`src/rtl/charge_if.sv`:
```
// Command, sample and charger-pin bundle between the charge sequencer and its host.
interface charge_if #(parameter int ADC_W = 10);
    logic             start;
    logic             stop;
    logic [3:0]       cap_sel;
    logic             adc_valid;
    logic [ADC_W-1:0] vbat_code;
    logic [ADC_W-1:0] temp_code;
    logic             en;
    logic [3:0]       sel;
    logic [2:0]       state;
    logic             done;
    logic [1:0]       fault_code;

    modport master (
        output start, stop, cap_sel, adc_valid, vbat_code, temp_code,
        input  en, sel, state, done, fault_code
    );

    modport slave (
        input  start, stop, cap_sel, adc_valid, vbat_code, temp_code,
        output en, sel, state, done, fault_code
    );
endinterface

```
`src/rtl/charge_ctrl.sv`:
```
// Trickle -> CC -> CV -> DONE charge sequencer driving the charger en/sel pins.
// Optional sample-count safety timer enabled by defining CHG_SAFETY_TIMER_EN.
module charge_ctrl #(
    parameter int ADC_W        = 10,
    parameter int VBAT_PRE     = 600,
    parameter int VBAT_CV      = 840,
    parameter int VBAT_RECHG   = 800,
    parameter int TEMP_MIN     = 100,
    parameter int TEMP_MAX     = 900,
    parameter int CV_SAMPLES   = 8,
    parameter int SAFE_SAMPLES = 1000
) (
    input  logic    clk,
    input  logic    rst_n,
    charge_if.slave bus
);
    typedef enum logic [2:0] {
        IDLE    = 3'd0,
        TRICKLE = 3'd1,
        CC      = 3'd2,
        CV      = 3'd3,
        DONE    = 3'd4,
        FAULT   = 3'd5
    } state_e;

    localparam int CVW = $clog2(CV_SAMPLES + 1);
    localparam logic [ADC_W-1:0] V_PRE   = ADC_W'(VBAT_PRE);
    localparam logic [ADC_W-1:0] V_CV    = ADC_W'(VBAT_CV);
    localparam logic [ADC_W-1:0] V_RECHG = ADC_W'(VBAT_RECHG);
    localparam logic [ADC_W-1:0] T_MIN   = ADC_W'(TEMP_MIN);
    localparam logic [ADC_W-1:0] T_MAX   = ADC_W'(TEMP_MAX);
    localparam logic [CVW-1:0]   CV_LIM  = CVW'(CV_SAMPLES);

    localparam logic [1:0] F_NONE = 2'b00;
    localparam logic [1:0] F_TEMP = 2'b01;
    localparam logic [1:0] F_SAFE = 2'b10;

    state_e     state_q, state_d;
    logic [1:0] fault_q, fault_d;
    logic [3:0] cap_q, cap_d;
    logic [1:0] tdb_q, tdb_d;
    logic [CVW-1:0] cv_q, cv_d;
    logic       en_q, done_q;
    logic [3:0] sel_q;

    logic legal, active, can_start, temp_oor, safe_hit;

    assign legal     = (state_q inside {IDLE, TRICKLE, CC, CV, DONE, FAULT});
    assign active    = (state_q inside {TRICKLE, CC, CV});
    assign can_start = (state_q inside {IDLE, DONE, FAULT});
    assign temp_oor  = (bus.temp_code < T_MIN) || (bus.temp_code > T_MAX);

`ifdef CHG_SAFETY_TIMER_EN
    logic [15:0] safe_q, safe_d, safe_nx;

    assign safe_nx  = safe_q + 16'd1;
    assign safe_hit = (safe_nx == 16'(SAFE_SAMPLES));

    always_comb begin
        safe_d = safe_q;
        if (bus.stop || !legal)
            safe_d = '0;
        else if (bus.start && can_start)
            safe_d = '0;
        else if (bus.adc_valid && active)
            safe_d = safe_nx;
    end

    always_ff @(posedge clk or negedge rst_n) begin
        if (!rst_n) safe_q <= '0;
        else        safe_q <= safe_d;
    end
`else
    // Parameter kept visible so both builds share one parameter list.
    assign safe_hit = 1'b0 & (SAFE_SAMPLES != 0);
`endif

    always_comb begin
        state_d = state_q;
        fault_d = fault_q;
        cap_d   = cap_q;
        tdb_d   = tdb_q;
        cv_d    = cv_q;
        if (bus.stop || !legal) begin
            state_d = IDLE;
            fault_d = F_NONE;
            tdb_d   = '0;
            cv_d    = '0;
        end else if (bus.start && can_start) begin
            // Any sample strobed alongside the start is dropped here.
            state_d = TRICKLE;
            fault_d = F_NONE;
            cap_d   = bus.cap_sel;
            tdb_d   = '0;
            cv_d    = '0;
        end else if (bus.adc_valid) begin
            if (active) begin
                tdb_d = temp_oor ? ((tdb_q == 2'd3) ? tdb_q : tdb_q + 2'd1) : 2'd0;
                if (temp_oor && tdb_q != 2'd0) begin
                    state_d = FAULT;
                    fault_d = F_TEMP;
                end else if (safe_hit) begin
                    state_d = FAULT;
                    fault_d = F_SAFE;
                end else begin
                    unique case (state_q)
                        TRICKLE: if (bus.vbat_code >= V_PRE) state_d = CC;
                        CC: if (bus.vbat_code >= V_CV) begin
                            state_d = CV;
                            cv_d    = '0;
                        end
                        default: begin
                            cv_d = cv_q + 1'b1;
                            if (cv_q + 1'b1 == CV_LIM) state_d = DONE;
                        end
                    endcase
                end
            end else if (state_q == DONE && bus.vbat_code < V_RECHG) begin
                state_d = CC;
            end
        end
    end

    always_ff @(posedge clk or negedge rst_n) begin
        if (!rst_n) begin
            state_q <= IDLE;
            fault_q <= F_NONE;
            cap_q   <= '0;
            tdb_q   <= '0;
            cv_q    <= '0;
            en_q    <= 1'b0;
            sel_q   <= '0;
            done_q  <= 1'b0;
        end else begin
            state_q <= state_d;
            fault_q <= fault_d;
            cap_q   <= cap_d;
            tdb_q   <= tdb_d;
            cv_q    <= cv_d;
            en_q    <= (state_d inside {TRICKLE, CC, CV});
            sel_q   <= (state_d inside {CC, CV}) ? cap_d : 4'b0000;
            done_q  <= (state_d == DONE);
        end
    end

    assign bus.en         = en_q;
    assign bus.sel        = sel_q;
    assign bus.state      = state_q;
    assign bus.done       = done_q;
    assign bus.fault_code = fault_q;
endmodule
```
`src/flat_wrapper.sv`:
```
// flat-port wrapper written by rule: the top's interface ports become plain ports
module charge_ctrl_flat 
#(
    parameter int ADC_W        = 10,
    parameter int VBAT_PRE     = 600,
    parameter int VBAT_CV      = 840,
    parameter int VBAT_RECHG   = 800,
    parameter int TEMP_MIN     = 100,
    parameter int TEMP_MAX     = 900,
    parameter int CV_SAMPLES   = 8,
    parameter int SAFE_SAMPLES = 1000
)
  (clk, rst_n, bus_start, bus_stop, bus_cap_sel, bus_adc_valid, bus_vbat_code, bus_temp_code, bus_en, bus_sel, bus_state, bus_done, bus_fault_code);
  charge_if #(.ADC_W(ADC_W)) bus_i ();
  input  logic clk;
  input  logic rst_n;
  input wire logic [$bits(bus_i.start)-1:0] bus_start;
  input wire logic [$bits(bus_i.stop)-1:0] bus_stop;
  input wire logic [$bits(bus_i.cap_sel)-1:0] bus_cap_sel;
  input wire logic [$bits(bus_i.adc_valid)-1:0] bus_adc_valid;
  input wire logic [$bits(bus_i.vbat_code)-1:0] bus_vbat_code;
  input wire logic [$bits(bus_i.temp_code)-1:0] bus_temp_code;
  output wire logic [$bits(bus_i.en)-1:0] bus_en;
  output wire logic [$bits(bus_i.sel)-1:0] bus_sel;
  output wire logic [$bits(bus_i.state)-1:0] bus_state;
  output wire logic [$bits(bus_i.done)-1:0] bus_done;
  output wire logic [$bits(bus_i.fault_code)-1:0] bus_fault_code;
  assign bus_i.start = bus_start;
  assign bus_i.stop = bus_stop;
  assign bus_i.cap_sel = bus_cap_sel;
  assign bus_i.adc_valid = bus_adc_valid;
  assign bus_i.vbat_code = bus_vbat_code;
  assign bus_i.temp_code = bus_temp_code;
  assign bus_en = bus_i.en;
  assign bus_sel = bus_i.sel;
  assign bus_state = bus_i.state;
  assign bus_done = bus_i.done;
  assign bus_fault_code = bus_i.fault_code;
  charge_ctrl #(.ADC_W(ADC_W), .VBAT_PRE(VBAT_PRE), .VBAT_CV(VBAT_CV), .VBAT_RECHG(VBAT_RECHG), .TEMP_MIN(TEMP_MIN), .TEMP_MAX(TEMP_MAX), .CV_SAMPLES(CV_SAMPLES), .SAFE_SAMPLES(SAFE_SAMPLES)) u_core (.clk(clk), .rst_n(rst_n), .bus(bus_i));
endmodule
```
`config.mk`:
```
export PLATFORM = sky130hd
export DESIGN_NAME = charge_ctrl_flat
export DESIGN_NICKNAME = d
export VERILOG_FILES = /design/src/rtl/charge_if.sv /design/src/rtl/charge_ctrl.sv /design/src/flat_wrapper.sv
export SDC_FILE = /design/constraint.sdc
export NUM_CORES = 1
export LEC_CHECK = 0
export BUFFER_PORTS_ARGS = -buffer_cell sky130_fd_sc_hd__clkbuf_2
export CAP_MARGIN = 15
export CORE_ASPECT_RATIO = 1.25
export CORE_MARGIN = 5
export CORE_UTILIZATION = 52
export CTS_CLUSTER_DIAMETER = 50
export DETAILED_ROUTE_END_ITERATION = 8
export PLACE_DENSITY = 0.88
export SETUP_SLACK_MARGIN = 0.1
export SLEW_MARGIN = 30
export SYNTH_ARGS = -nofsm -noshare
export SYNTH_HDL_FRONTEND = slang
export SYNTH_SLANG_ARGS = --single-unit
```
`constraint.sdc`:
```
create_clock -name clk -period 3.2 [get_ports clk]
set_input_delay 0.48 -clock clk [delete_from_list [all_inputs] [get_ports clk]]
set_output_delay 0.48 -clock clk [all_outputs]
set_load 0.02 [all_outputs]
```
==> results.md <==
- Status: completed
- Post-Syn Area: 0.001235 mm2
- Antenna Cells: 0
- Post-route insts no fill: 182
- FMAX: 509.4 MHz
- Reg2Reg Depth: 7
- Power Dens Cells: 391.8 mW/mm2
- Max Cap Viol: 0
- Sequential share of the synthesized area: 0.4053
- Critical path's largest stage delay: 0.54 ns
- CP Data Arrival Time: 2.22 ns
- Vias per cell: 5.786
- Htree depth: 1
- Setup Skew: 0.001384 ns
- Clock-pin slew on the worst setup and hold paths: 0.11 ns
- Clock root buffer: clkbuf_4
- Clock buffer depth: 2
- Largest net degree at the start of global routing: 21
- Share of cells above drive strength 1: 0.3510
- Rel. slew slack: 0.5894
- Critical path fanouts, max: 7
- First-pass GRT wire length: 4740 um
- Layout Utilization: 0.6551
- Core area: 0.002235 mm2
- FILL cells: 195
- Post-route cell area: 0.001464 mm2
- Startpoint Class: flop
- I/O Pins: 40
- Rows: 19
- Flop-to-flop setup slack: 1.24 ns
- Die area: 0.003455 mm2
- Wire per inst: 15.58 um
- Met2 routed WL: 1497 um
- Mean area per synthesized cell: 10.65 um2
- Global route total overflow: 0
- IO buf count: 35
- Setup WS post-layout: 1.237 ns
- Slew Viols, Final: 0
- DRT Wirelength: 2836 um
- Cell count after synthesis: 116
- Number of global-route vias before repair: 1,077
- Sum Neg Setup Slack: 0 ns
- Die X-Extent: 53.59 um
- Place WS: 1.114 ns
- RSZ-0062 raised after global routing: no
- Worst flop-to-flop path startpoint: u_core.tdb_q[0]
- Slowest stage cell on the critical path: o211ai_1
- Via Count: 1,053
- CTS buffer count: 3
- Asr flop ratio synth: 1.000
- ANT nets after route: 0
- VDD IR-drop max: 381.8 uV
- Hold Buf Count CTS: 0
- Worst-skew pair later-pin latency: 0.31 ns
- Reg2reg end: u_core.bus.done
- CTS resizes: 0
- Area growth syn-to-layout: 18.54%
- Top_reg_cell synth: dfrtp_1
- Residual DRC: 0
- CP bufs+invs: 1
- All-layer global routing usage: 0.1894
- Critical path endpoint category: flop
- Post-synth EDFFs: 0
- LEAKAGE: 0.6998 nW
- WP data required: 3.46 ns
- Global placer's final weighted congestion: 0.8022
- CTS tree: yes
- Iter 0 DRT Violations: 22
- Warning count from the yosys run: 0
- Initial antenna violation count: 0
- Cell breakdown of the critical path: inv_1 -> ha_1 -> nor4_1 -> and2_1 -> a311oi_1 -> o211ai_1 -> and3_1
- Final hold violations: 0
- Hold slack: 0.1047 ns
- Final period util: 0.6135
- Post-DP Area: 0.001428 mm2
- Largest delay share family, worst path: simple AND/OR/NAND/NOR gates
- Setup Crit Path Kind: flop to flop
- Routed length on met3: 150 um
- Initial Util: 0.5526
- Placed insts: 178
- Setup Viol. Count Final: 0
- Tmin final: 1.963 ns
- # clock sinks: 20
- Worst-Margin Slew: 0.6133 ns
- Yosys reg bits: 20
- Count of cell types in the netlist: 50
- Syn nets: 148
- Post-CTS setup buffers: 0
- Chip Height: 64.49 um
- HP Class: input port to async pin
- DP HPWL: 2252 um
- Routed length on met1: 1111 um
- Max Used Layer: met4
- Pre-antenna DRT Iters: 4
- Net count, final: 184
- Power, Total: 573.6 uW
layer usage:
layer,vias to the layer above,track usage
li1,510,-
met1,506,0.2038
met2,31,0.3344
met3,6,0.03899
met4,0,0.1022
met5,-,0
cells in the final DEF (no fill, tap or decap), types with 2 or more instances in the layout:
| master | count |
|---|---|
| clkbuf_2 | 35 |
| nand2_1 | 4 |
| or4_1 | 2 |
| o21bai_1 | 2 |
| mux2_4 | 4 |
| o21ai_0 | 6 |
| a211o_1 | 3 |
| nand3_1 | 3 |
| clkbuf_4 | 3 |
| nor2_1 | 5 |
| nand4b_1 | 2 |
| nor2b_1 | 6 |
| and3_1 | 2 |
| a21oi_1 | 7 |
| a21o_1 | 2 |
| o21a_1 | 2 |
| dfrtp_1 | 20 |
| ha_1 | 3 |
| o211ai_1 | 3 |
| nor4_1 | 2 |
| inv_1 | 6 |
worst max path at each step:
stage | from | to | slack, ns | cells after the start
after floorplan | u_core.bus.state[0] | u_core.bus.sel[0] | 1.33 | 5
after global placement | bus_temp_code[4] | u_core.bus.done | 1.16 | 6
after detailed placement | bus_temp_code[4] | u_core.bus.done | 1.11 | 6
after CTS | u_core.tdb_q[0] | u_core.bus.done | 1.20 | 7
after global routing | u_core.tdb_q[0] | u_core.bus.done | 1.07 | 7
final | u_core.tdb_q[0] | u_core.bus.done | 1.24 | 7
cell families after synthesis:
logic type | after synthesis | share of synthesized area
DFF | 20 | 0.4053
muxes | 4 | 0.04863
adders and majority gates | 3 | 0.03040
and+or+nand+nor | 39 | 0.2391
other | 1 | 0.003037
AOI/OAI and AO/OA | 38 | 0.2310
buffers and inverters | 10 | 0.03546
xor gates and xnor gates | 1 | 0.007093
state kept, by name (all words and copies together), names as in the netlist:
name / count
u_core.bus.en: 1
u_core.cv_q: 4
u_core.tdb_q: 2
u_core.bus.done: 1
u_core.bus.fault_code: 1
u_core.bus.state: 3
u_core.cap_q: 4
u_core.bus.sel: 4
cell usage after synthesis, drive strengths merged (2+ instances only):
library cell  instances  area [um2]
nand4b                2       17.52
a211o                 3       26.28
a21o                  2       15.01
o311ai                2       25.03
ha                    3       37.54
o21a                  2       15.01
o21bai                2       15.01
and3                  2       12.51
nor2                  5       18.77
nand3                 3       15.01
or4b                  2       23.77
buf                   4       21.27
nor2b                 7       51.30
nor3b                 2       20.02
inv                   6       22.52
o211ai                3       22.52
a21oi                 8       43.79
o21ai                 6       30.03
nand2                 4       15.01
dfrtp                20       500.5
or4                   3       26.27
nor4                  3       33.78
mux2                  4       60.06
worst reg2reg max path, cell delays in order (launching register included):
cell and delay, ns:
dfrtp_1 0.40, inv_1 0.06, ha_1 0.20, nor4_1 0.18, and2_1 0.21, a311oi_1 0.09, o211ai_1 0.54, and3_1 0.24
power by group:
group          internal, mW  total [mW]  switching (mW)
combinational        0.0642       0.134          0.0694
sequential            0.273       0.289          0.0165
clock                0.0696       0.151          0.0812
total                 0.407       0.574           0.167
layout make-up:
type	count	area, um2	share of cell area
Clock buffer	4	36.28	0.02479
Inverter	6	22.52	0.01538
Multi-Input combinational cell	86	690.7	0.4718
Sequential cell	20	500.5	0.3419
Tap cell	31	38.79	0.02650
Timing Repair Buffer	35	175.2	0.1197
No activity file was read; power rests on OpenSTA's default activity.
